--- src/rtl/seg_scan_mux_pkg.sv ---
// Shared types and helpers for the 7-segment scan controller.
package seg_disp_pkg;

    localparam int unsigned DIGIT_W    = 5;
    localparam logic [DIGIT_W-1:0] BLANK_CODE = 5'd31;
    localparam int unsigned MAX_DIGITS = 16;

    typedef enum logic [1:0] {
        IDLE,
        GUARD,
        ON
    } scan_state_e;

    function automatic logic [DIGIT_W-1:0] digit_slice(
        input logic [MAX_DIGITS*DIGIT_W-1:0] vec,
        input int unsigned                   idx
    );
        return DIGIT_W'(vec >> (idx * DIGIT_W));
    endfunction

endpackage

--- src/rtl/seg_scan_mux_if.sv ---
// Digit load / display drive bundle between a host and seg_scan_mux.
interface seg_scan_mux_if #(
    parameter int unsigned NUM_DIGITS = 4
);
    import seg_disp_pkg::*;

    localparam int unsigned IDX_W = $clog2(NUM_DIGITS);

    logic                          enable;
    logic                          load;
    logic [NUM_DIGITS*DIGIT_W-1:0] digits_in;
    logic [DIGIT_W-1:0]            digit_code;
    logic [NUM_DIGITS-1:0]         anode_n;
    logic [IDX_W-1:0]              digit_idx;
    logic                          frame_done;

    modport master (
        output enable, load, digits_in,
        input  digit_code, anode_n, digit_idx, frame_done
    );

    modport slave (
        input  enable, load, digits_in,
        output digit_code, anode_n, digit_idx, frame_done
    );

endinterface

--- src/rtl/seg_scan_prescaler.sv ---
// Per-slot cycle counter: wraps at REFRESH_DIV-1, flags guard end and slot end.
module seg_scan_prescaler #(
    parameter int unsigned REFRESH_DIV  = 50000,
    parameter int unsigned GUARD_CYCLES = 2
) (
    input  logic clk,
    input  logic rst_n,
    input  logic clr,
    output logic tc,
    output logic guard_done
);
    localparam int unsigned CNT_W = $clog2(REFRESH_DIV);

    logic [CNT_W-1:0] cnt_q, cnt_d;

    always_comb begin
        cnt_d = cnt_q + CNT_W'(1);
        if (clr || tc) begin
            cnt_d = '0;
        end
    end

    always_ff @(posedge clk) begin
        if (!rst_n) begin
            cnt_q <= '0;
        end else begin
            cnt_q <= cnt_d;
        end
    end

    assign tc = (cnt_q == CNT_W'(REFRESH_DIV - 1));

    generate
        if (GUARD_CYCLES == 0) begin : g_no_guard
            assign guard_done = 1'b0;
        end else begin : g_guard
            assign guard_done = (cnt_q == CNT_W'(GUARD_CYCLES - 1));
        end
    endgenerate

endmodule

--- src/rtl/seg_scan_mux.sv ---
// Multiplexed common-anode 7-segment scan controller with frame-aligned digit updates.
// Optional macro LEADING_ZERO_BLANK_EN blanks zero digits above the most significant non-zero digit.
module seg_scan_mux #(
    parameter int unsigned NUM_DIGITS   = 4,
    parameter int unsigned REFRESH_DIV  = 50000,
    parameter int unsigned GUARD_CYCLES = 2
) (
    input  logic            clk,
    input  logic            rst_n,
    seg_scan_mux_if.slave   bus
);
    import seg_disp_pkg::*;

    localparam int unsigned IDX_W = $clog2(NUM_DIGITS);
    localparam int unsigned VEC_W = NUM_DIGITS * DIGIT_W;

    scan_state_e           state_q, state_d;
    logic [VEC_W-1:0]      pending_q, pending_d;
    logic [VEC_W-1:0]      active_q, active_d;
    logic [VEC_W-1:0]      fresh;
    logic [IDX_W-1:0]      idx_q, idx_d;
    logic [DIGIT_W-1:0]    code_q, code_d;
    logic [NUM_DIGITS-1:0] anode_q, anode_d;
    logic                  fd_q, fd_d;
    logic                  clr, tc, guard_done, last_slot;

    function automatic logic [DIGIT_W-1:0] eff_code(
        input logic [VEC_W-1:0] act,
        input logic [IDX_W-1:0] idx
    );
        logic [MAX_DIGITS*DIGIT_W-1:0] wide;
        logic [DIGIT_W-1:0]            code;
`ifdef LEADING_ZERO_BLANK_EN
        logic                          upper_zero;
`endif
        wide             = '0;
        wide[VEC_W-1:0]  = act;
        code             = digit_slice(wide, 32'(idx));
`ifdef LEADING_ZERO_BLANK_EN
        upper_zero = 1'b1;
        for (int unsigned i = 0; i < NUM_DIGITS; i++) begin
            if (i >= 32'(idx) && digit_slice(wide, i) != '0) begin
                upper_zero = 1'b0;
            end
        end
        if (idx != '0 && upper_zero) begin
            code = BLANK_CODE;
        end
`endif
        return code;
    endfunction

    function automatic logic [NUM_DIGITS-1:0] anode_for(input logic [IDX_W-1:0] idx);
        return ~(NUM_DIGITS'(1) << idx);
    endfunction

    seg_scan_prescaler #(
        .REFRESH_DIV  (REFRESH_DIV),
        .GUARD_CYCLES (GUARD_CYCLES)
    ) u_prescaler (
        .clk        (clk),
        .rst_n      (rst_n),
        .clr        (clr),
        .tc         (tc),
        .guard_done (guard_done)
    );

    // A load on the same edge as a frame update must win over the stale pending copy.
    assign fresh     = bus.load ? bus.digits_in : pending_q;
    assign last_slot = (idx_q == IDX_W'(NUM_DIGITS - 1));
    assign clr       = (state_q == IDLE) || !bus.enable;

    always_comb begin
        state_d   = state_q;
        idx_d     = idx_q;
        code_d    = code_q;
        anode_d   = anode_q;
        fd_d      = 1'b0;
        pending_d = fresh;
        active_d  = active_q;

        case (state_q)
            IDLE: begin
                active_d = fresh;
                idx_d    = '0;
                code_d   = BLANK_CODE;
                anode_d  = '1;
                if (bus.enable) begin
                    code_d = eff_code(active_d, '0);
                    if (GUARD_CYCLES == 0) begin
                        state_d = ON;
                        anode_d = anode_for('0);
                    end else begin
                        state_d = GUARD;
                    end
                end
            end
            GUARD: begin
                if (guard_done) begin
                    state_d = ON;
                    anode_d = anode_for(idx_q);
                end
            end
            ON: begin
                if (tc) begin
                    idx_d = last_slot ? '0 : idx_q + IDX_W'(1);
                    if (last_slot) begin
                        fd_d     = 1'b1;
                        active_d = fresh;
                    end
                    code_d = eff_code(active_d, idx_d);
                    if (GUARD_CYCLES == 0) begin
                        anode_d = anode_for(idx_d);
                    end else begin
                        state_d = GUARD;
                        anode_d = '1;
                    end
                end
            end
            default: state_d = IDLE;
        endcase

        if (!bus.enable) begin
            state_d = IDLE;
            idx_d   = '0;
            code_d  = BLANK_CODE;
            anode_d = '1;
            fd_d    = 1'b0;
        end
    end

    always_ff @(posedge clk) begin
        if (!rst_n) begin
            state_q   <= IDLE;
            pending_q <= '0;
            active_q  <= '0;
            idx_q     <= '0;
            code_q    <= BLANK_CODE;
            anode_q   <= '1;
            fd_q      <= 1'b0;
        end else begin
            state_q   <= state_d;
            pending_q <= pending_d;
            active_q  <= active_d;
            idx_q     <= idx_d;
            code_q    <= code_d;
            anode_q   <= anode_d;
            fd_q      <= fd_d;
        end
    end

    assign bus.digit_code = code_q;
    assign bus.anode_n    = anode_q;
    assign bus.digit_idx  = idx_q;
    assign bus.frame_done = fd_q;

endmodule

--- src/flat_wrapper.sv ---
// flat-port wrapper written by rule: the top's interface ports become plain ports
module seg_scan_mux_flat import seg_disp_pkg::*;
#(
    parameter int unsigned NUM_DIGITS   = 4,
    parameter int unsigned REFRESH_DIV  = 50000,
    parameter int unsigned GUARD_CYCLES = 2
)
  (clk, rst_n, bus_enable, bus_load, bus_digits_in, bus_digit_code, bus_anode_n, bus_digit_idx, bus_frame_done);
  seg_scan_mux_if #(.NUM_DIGITS(NUM_DIGITS)) bus_i ();
  input  logic clk;
  input  logic rst_n;
  input wire logic [$bits(bus_i.enable)-1:0] bus_enable;
  input wire logic [$bits(bus_i.load)-1:0] bus_load;
  input wire logic [$bits(bus_i.digits_in)-1:0] bus_digits_in;
  output wire logic [$bits(bus_i.digit_code)-1:0] bus_digit_code;
  output wire logic [$bits(bus_i.anode_n)-1:0] bus_anode_n;
  output wire logic [$bits(bus_i.digit_idx)-1:0] bus_digit_idx;
  output wire logic [$bits(bus_i.frame_done)-1:0] bus_frame_done;
  assign bus_i.enable = bus_enable;
  assign bus_i.load = bus_load;
  assign bus_i.digits_in = bus_digits_in;
  assign bus_digit_code = bus_i.digit_code;
  assign bus_anode_n = bus_i.anode_n;
  assign bus_digit_idx = bus_i.digit_idx;
  assign bus_frame_done = bus_i.frame_done;
  seg_scan_mux #(.NUM_DIGITS(NUM_DIGITS), .REFRESH_DIV(REFRESH_DIV), .GUARD_CYCLES(GUARD_CYCLES)) u_core (.clk(clk), .rst_n(rst_n), .bus(bus_i));
endmodule
--- config.mk ---
export PLATFORM = sky130hd
export DESIGN_NAME = seg_scan_mux_flat
export DESIGN_NICKNAME = d
export VERILOG_FILES = /design/src/rtl/seg_scan_mux_pkg.sv /design/src/rtl/seg_scan_mux_if.sv /design/src/rtl/seg_scan_prescaler.sv /design/src/rtl/seg_scan_mux.sv /design/src/flat_wrapper.sv
export SDC_FILE = /design/constraint.sdc
export NUM_CORES = 1
export LEC_CHECK = 0
export BUFFER_PORTS_ARGS = -buffer_cell sky130_fd_sc_hd__buf_2
export CAP_MARGIN = 20
export CELL_PAD_IN_SITES_DETAIL_PLACEMENT = 1
export CELL_PAD_IN_SITES_GLOBAL_PLACEMENT = 1
export CORE_UTILIZATION = 40
export DETAILED_ROUTE_END_ITERATION = 8
export HOLD_SLACK_MARGIN = 0.03
export PLACE_DENSITY_LB_ADDON = 0.05
export SYNTH_ARGS = -nofsm -noshare
export SYNTH_HDL_FRONTEND = slang
export SYNTH_SLANG_ARGS = --single-unit
export TNS_END_PERCENT = 100
--- constraint.sdc ---
create_clock -name clk -period 2.31 [get_ports clk]
set_input_delay 0.1155 -clock clk [delete_from_list [all_inputs] [get_ports clk]]
set_output_delay 0.1155 -clock clk [all_outputs]
set_load 0.005 [all_outputs]
# Word-level counts from Yosys, hierarchy flattened
# Cells that the tools add are included.
[word_totals]
reg_bits = 70
inputBits = 24
out_inout_bits = 12
[op_classes]
addsub = 2
mul = 1
eq_ne = 7
n_shift = 2
n_mux = 18
n_bitwise = 2
n_reduce_logical = 12
[ops]
columns = ["op", "n"]
rows = [
  ["two-way mux 20 bit", 5],
  ["case mux 20 bit (2 select lines)", 1],
  ["right shift 20 x 5 -> 5 bit", 1],
  ["adder 16 x 1 -> 16 bit, second input constant", 1],
  ["== test 16 x 1 -> 1 bit, second input constant", 1],
  ["== test 16 bit, second input constant", 1],
  ["case mux 4 bit (3 select lines)", 1],
  ["case mux 5 bit (2 select lines)", 1],
  ["two-way mux 2 bit", 4],
  ["two-way mux 4 bit", 2],
  ["case mux 2 bit (3 select lines)", 1],
  ["AND reduction 2 bit", 3],
  ["multiplier 2 x 3 -> 5 bit, second input constant", 1],
  ["two-way mux 5 bit", 1],
  ["== test 2 bit, second input constant", 2],
  ["NOT 4 bit", 1],
  ["case mux 2 bit (2 select lines)", 1],
  ["AND reduction 4 bit", 1],
  ["<< shifter 1 x 2 -> 4 bit, first input constant", 1],
  ["AND reduction 3 bit", 1],
  ["nonzero test 3 bit", 1],
  ["adder 2 x 1 -> 2 bit, second input constant", 1],
  ["== test 2 x 1 -> 1 bit, second input constant", 1],
  ["logical NOT 2 bit", 1],
  ["other kinds (8)", 9],
]

# Depth between registers and ports, before layout
[logic_depth]
word_depth = 7
ltp_mapped = 8
mapped_depth_nobuf = 6

# Modules after synthesis
# A second synthesis with hierarchy kept.
[hier_totals]
cells_unflattened = 325
hier_area_um2 = 3205.6
[by_module_without_submodules]
columns = ["module", "n_inst", "cells_each", "area_per_inst_um2"]
rows = [
  ["seg_scan_mux", 1, 235, 2401.1],
  ["seg_scan_prescaler", 1, 90, 804.5],
]

# Worst setup path after synthesis
# Ideal clock, no wire load.
[synth_timing]
kind = "flip-flop to flip-flop"
from = "register u_core.idx_q[0] (netlist: u_core.bus.digit_idx[0])"
to = "register u_core.code_q[4] (netlist: u_core.bus.digit_code[4])"
setup_time_ns = 0.133
arrival_ns = 2.069
slack_ns = 0.108
path_stages_with_launch = 9
cell_sequence = "dfxtp_1 -> buf_2 -> inv_1 -> ha_1 -> clkbuf_1 -> mux4_2 -> nor3_1 -> a211o_1 -> o211ai_1"
[synth_between]
elab_chain_len = 7
[synth_rtl]
columns = ["element", "line", "source"]
rows = [
  ["start: declaration", "seg_scan_mux.sv:21", "logic [IDX_W-1:0] idx_q, idx_d;"],
  ["start signal: assignment", "seg_scan_mux.sv:145", "idx_q <= idx_d;"],
  ["parallel branches: the longest is 4 deep, another holds multiplier 2 x 3 -> 5 bit", "--", ""],
  ["right shift 20 x 5 -> 5 bit *", "seg_scan_mux_pkg.sv:18", "return DIGIT_W'(vec >> (idx * DIGIT_W));"],
  ["two-way mux 5 bit *", "seg_scan_mux.sv:105", "if (tc) begin"],
  ["case mux 5 bit (2 select lines) *", "seg_scan_mux.sv:82", "case (state_q)"],
  ["end signal: assignment", "seg_scan_mux.sv:146", "code_q <= code_d;"],
  ["end: declaration", "seg_scan_mux.sv:22", "logic [DIGIT_W-1:0] code_q, code_d;"],
]
# Mark *: on every way between the ends. The select of a mux whose other input is x is not followed.
# A chain may end at the register's enable or synchronous reset.

# Final worst setup path
[layout_timing]
from = "register u_core.u_prescaler.cnt_q[0]"
to = "register u_core.active_q[8]"
[layout_between]
elab_chain_len = 3
[layout_rtl]
columns = ["element", "line", "source"]
rows = [
  ["start: declaration", "seg_scan_prescaler.sv:14", "logic [CNT_W-1:0] cnt_q, cnt_d;"],
  ["start signal: assignment", "seg_scan_prescaler.sv:27", "cnt_q <= cnt_d;"],
  ["== test 16 bit", "seg_scan_prescaler.sv:31", "assign tc = (cnt_q == CNT_W'(REFRESH_DIV - 1));"],
  ["inequality test 2 bit (no source line)", "--", ""],
  ["AND reduction 2 bit (no source line)", "--", ""],
  ["end signal: assignment", "seg_scan_mux.sv:144", "active_q <= active_d;"],
  ["end: declaration", "seg_scan_mux.sv:19", "logic [VEC_W-1:0] active_q, active_d;"],
]
# Every way passes these cells.

==> key figures <==
Setup path
  – CP cell instances: ha_1, and4_4, and4_1, a31oi_4, mux2_2
  – CP delay by family, top: simple AND/OR/NAND/NOR gates
  – Crit Path Category: reg2reg
  – WP data arrival: 2.35 ns
  – Crit path depth: 5
  – Critical Path RT: 2.55 ns
  – Bufs and invs on worst path: 0
  – Worst path max stage delay: 0.46 ns
  – R2R depth: 5
  – FF-to-FF Start: u_core.u_prescaler.cnt_q[0]
  – Crit path capture: u_core.active_q[8]
  – Worst setup path startpoint: u_core.u_prescaler.cnt_q[0]
  – Reg-to-reg slack, setup: 0.20 ns
  – Worst Setup Start Kind: flop
  – Critical-path top delay cell: a31oi_4
  – R2r endpoint: u_core.active_q[8]
  – Worst setup EP type: flop
  – Worst Path Max Fanout: 10

Placed design
  – Port Buffers: 35
  – Dpl cells: 454
  – Placement Cell Area: 3520 sq um
  – DPL Wire Length: 5.68 mm
  – Dpl ws: 0.205 ns
  – GPL Wtd Cong: 0.779

Synthesis
  – Most common cell in the netlist: dfxtp_1
  – Synth Area per Inst: 9.96 sq um
  – Synth cell count leaders: dfxtp_1 (70), nor2_1 (26), mux2i_1 (25)
  – Ys async rst share: 0%
  – Post-synth EDFFs: 0
  – Synth top area share: 43.3%
  – Syn Inst Count: 325
  – Xor/xnor share of the synthesized area: 2.98%
  – Largest family of logic cells by synthesized area: simple AND/OR/NAND/NOR gates
  – Synth Area in Adders: 2.32%
  – Syn_nets: 355
  – Number of synthesized register bits: 70
  – Simple-gate portion of the synthesized area: 19.9%
  – Synth Warn #: 0
  – Top cells by area, synth: dfxtp_1 (43%), mux2i_1 (7.7%), mux2_2 (4.9%)
  – Largest area contributor in the netlist: dfxtp_1
  – Compound-Gate Fraction of Synth Area: 13.1%
  – Post-Syn Area: 3240 sq um
  – Sequential share of the synthesized area: 43.3%
  – Mux contribution to synthesized area: 14.0%
  – Post-synth cell types: 47
  – Post-synth top flop: dfxtp_1

CTS
  – Num CTS Buffers: 9
  – Worst-Skew Late Latency: 0.35 ns
  – CTS Root Buffer Type: clkbuf_8
  – H-Tree Level Count: 3
  – CTS sink count: 70
  – Hold-fix buffers at CTS: 0
  – Clock buffer depth: 2
  – PostCTS Resize Cnt: 0
  – CTS tree: yes
  – Setup bufs post-CTS: 0
  – Clock-pin slew on the worst setup and hold paths: 0.09 ns

Floorplanning
  – Die W: 92.0 um
  – Full die area: 8460 sq um
  – Starting Density: 41.7%
  – IO Pins: 36
  – Num rows: 32
  – Core area: 7770 sq um
  – Die Ht: 92.0 um

GRT
  – Largest net degree at the start of global routing: 41
  – First-pass GRT wire length: 13.0 mm
  – Initial antenna violation count: 0
  – Total gr overflow: 0
  – Total GRT Usage: 19.9%
  – Vias in the first global route: 2,612

Timing
  – Post-layout min period: 2.11 ns
  – Worst slew margin: 65.9%
  – Hold Violations, Final: 0
  – Fin crit share: 91.4%
  – Setup TNS: 0 ns
  – Max Transition Viols Final: 0
  – Final worst setup slack: 0.199 ns
  – Final setup vio count: 0
  – Max Clock Skew: 0.0108 ns
  – Maximum clock rate: 474 MHz
  – RSZ-0062 raised after global routing: false
  – Worst slew pin tran: 0.507 ns

Layout
  – Ant. Diodes: 0
  – Final Core Density: 48.2%
  – Cell Count, Final, Fillers Out: 470
  – Area Growth Syn to Fin: 15.6%
  – Final Cell Area: 3740 sq um
  – Nets: 393
  – Layout cell share with drive strength beyond 1: 25.8%

Power
  – Pwr Density: 698 nW/um^2
  – Worst vdd ir: 0.000265 V
  – Clock network fraction of total power: 42.7%
  – Leakage power: 1.46 nW
  – Sequential power share: 49.3%
  – Sw power: 0.000635 W
  – Int Power: 0.00198 W
  – Gate power share: 8.1%
  – Sw frac: 24.3%

Status
  – Status: finished, final reports clean

Routing
  – DR pass1 iterations: 4
  – Drt via density: 5.42
  – Routed len/inst: 16.8 um
  – Remaining antenna violation count: 0
  – Total routed wirelength: 7.89 mm
  – DRC Markers: 0
  – DR vias: 2,548
  – Number of DRC markers in iteration 0: 96

Min path
  – Hold Path Class: in2reg

Run
  – Max-cap violations: 0
[cells by family (layout without fill, tap and decap cells)]
family                   count (synthesis)  in the layout
AND/OR/NAND/NOR                        118            118
flip-flops                              70             70
AO/OA/AOI/OAI                           51             51
multiplexers                            41             41
buffers and inverters                   28             71
XOR/XNOR                                11             11
adder cells (fa/ha/maj)                  6              6
[area by class of cell]
type                    instances  area, sq um
fillers                       892         4030
multi-input cells             227         1690
clock buffers                   9          124
inverters                       7         26.3
clock inverters                 7         97.6
flip-flops and latches         70         1400
repair buffers                 48          273
well taps                     102          128
[how the worst min path moves through the flow]
stage | endpoint | startpoint | cells after the start
floorplan | u_core.pending_q[15] | rst_n | 1
global placement | u_core.pending_q[15] | bus_digits_in[15] | 3
detailed placement | u_core.pending_q[18] | bus_digits_in[18] | 3
CTS | u_core.pending_q[18] | bus_digits_in[18] | 3
global route | u_core.pending_q[18] | bus_digits_in[18] | 3
finish | u_core.pending_q[17] | bus_digits_in[17] | 3
[cell usage in the layout (no fill, tap or decap), drive strengths merged, types with 3 or more instances in the layout]
cell    instances
dfxtp          70
buf            48
nor2           26
mux2i          25
and2           19
nor2b          17
mux2           14
nand2          14
o221a          10
nor3            9
clkbuf          9
o21ai           9
inv             8
nand4           7
xnor2           7
ha              6
a21oi           6
nand3           5
nand2b          5
xor2            4
a22oi           4
a221o           4
a221oi          4
o311ai          4
nor4            4
and4            4
and3            3
[sequential cells by signal, summed over array words and instances (netlist names)]
signal and count:
u_core.bus.frame_done 1, u_core.active_q 20, u_core.bus.digit_code 5, u_core.u_prescaler.cnt_q 16, u_core.state_q 2, u_core.pending_q 20, u_core.bus.anode_n 4, u_core.bus.digit_idx 2
[power by group through the flow]
stage	Clock, W	Sequential, W	Combinational [W]
6_report	0.00111	0.00129	0.000211
3_5_place_dp	0	0.00131	0.000213
3_3_place_gp	0	0.00131	0.000208
5_1_grt	0.00119	0.00129	0.000233
2_1_floorplan	0	0.00130	0.000148
4_1_cts	0.00114	0.00129	0.000215
[layer usage]
| layer | track usage, % | wire length, um |
|---|---|---|
| met1 | 25.3 | 3770 |
| met2 | 32.6 | 3700 |
| met3 | 2.90 | 215 |
| met4 | 10.4 | 210 |
| met5 | 0 | 0 |
[stage by stage]
| step | hold WS, ns | total power (W) |
|---|---|---|
| global placement | 0.439 | 0.00152 |
| finish | 0.0820 | 0.00261 |
| global route | 0.0998 | 0.00271 |
| detailed placement | 0.451 | 0.00153 |
| CTS | 0.0800 | 0.00264 |
| floorplan | 0.278 | 0.00145 |
[tightest hold or removal path, stage by stage]
cell     delay [ns]
buf_2          0.07
mux2i_1        0.06
nor2b_1        0.14
Power figures use the tool's default switching activity.
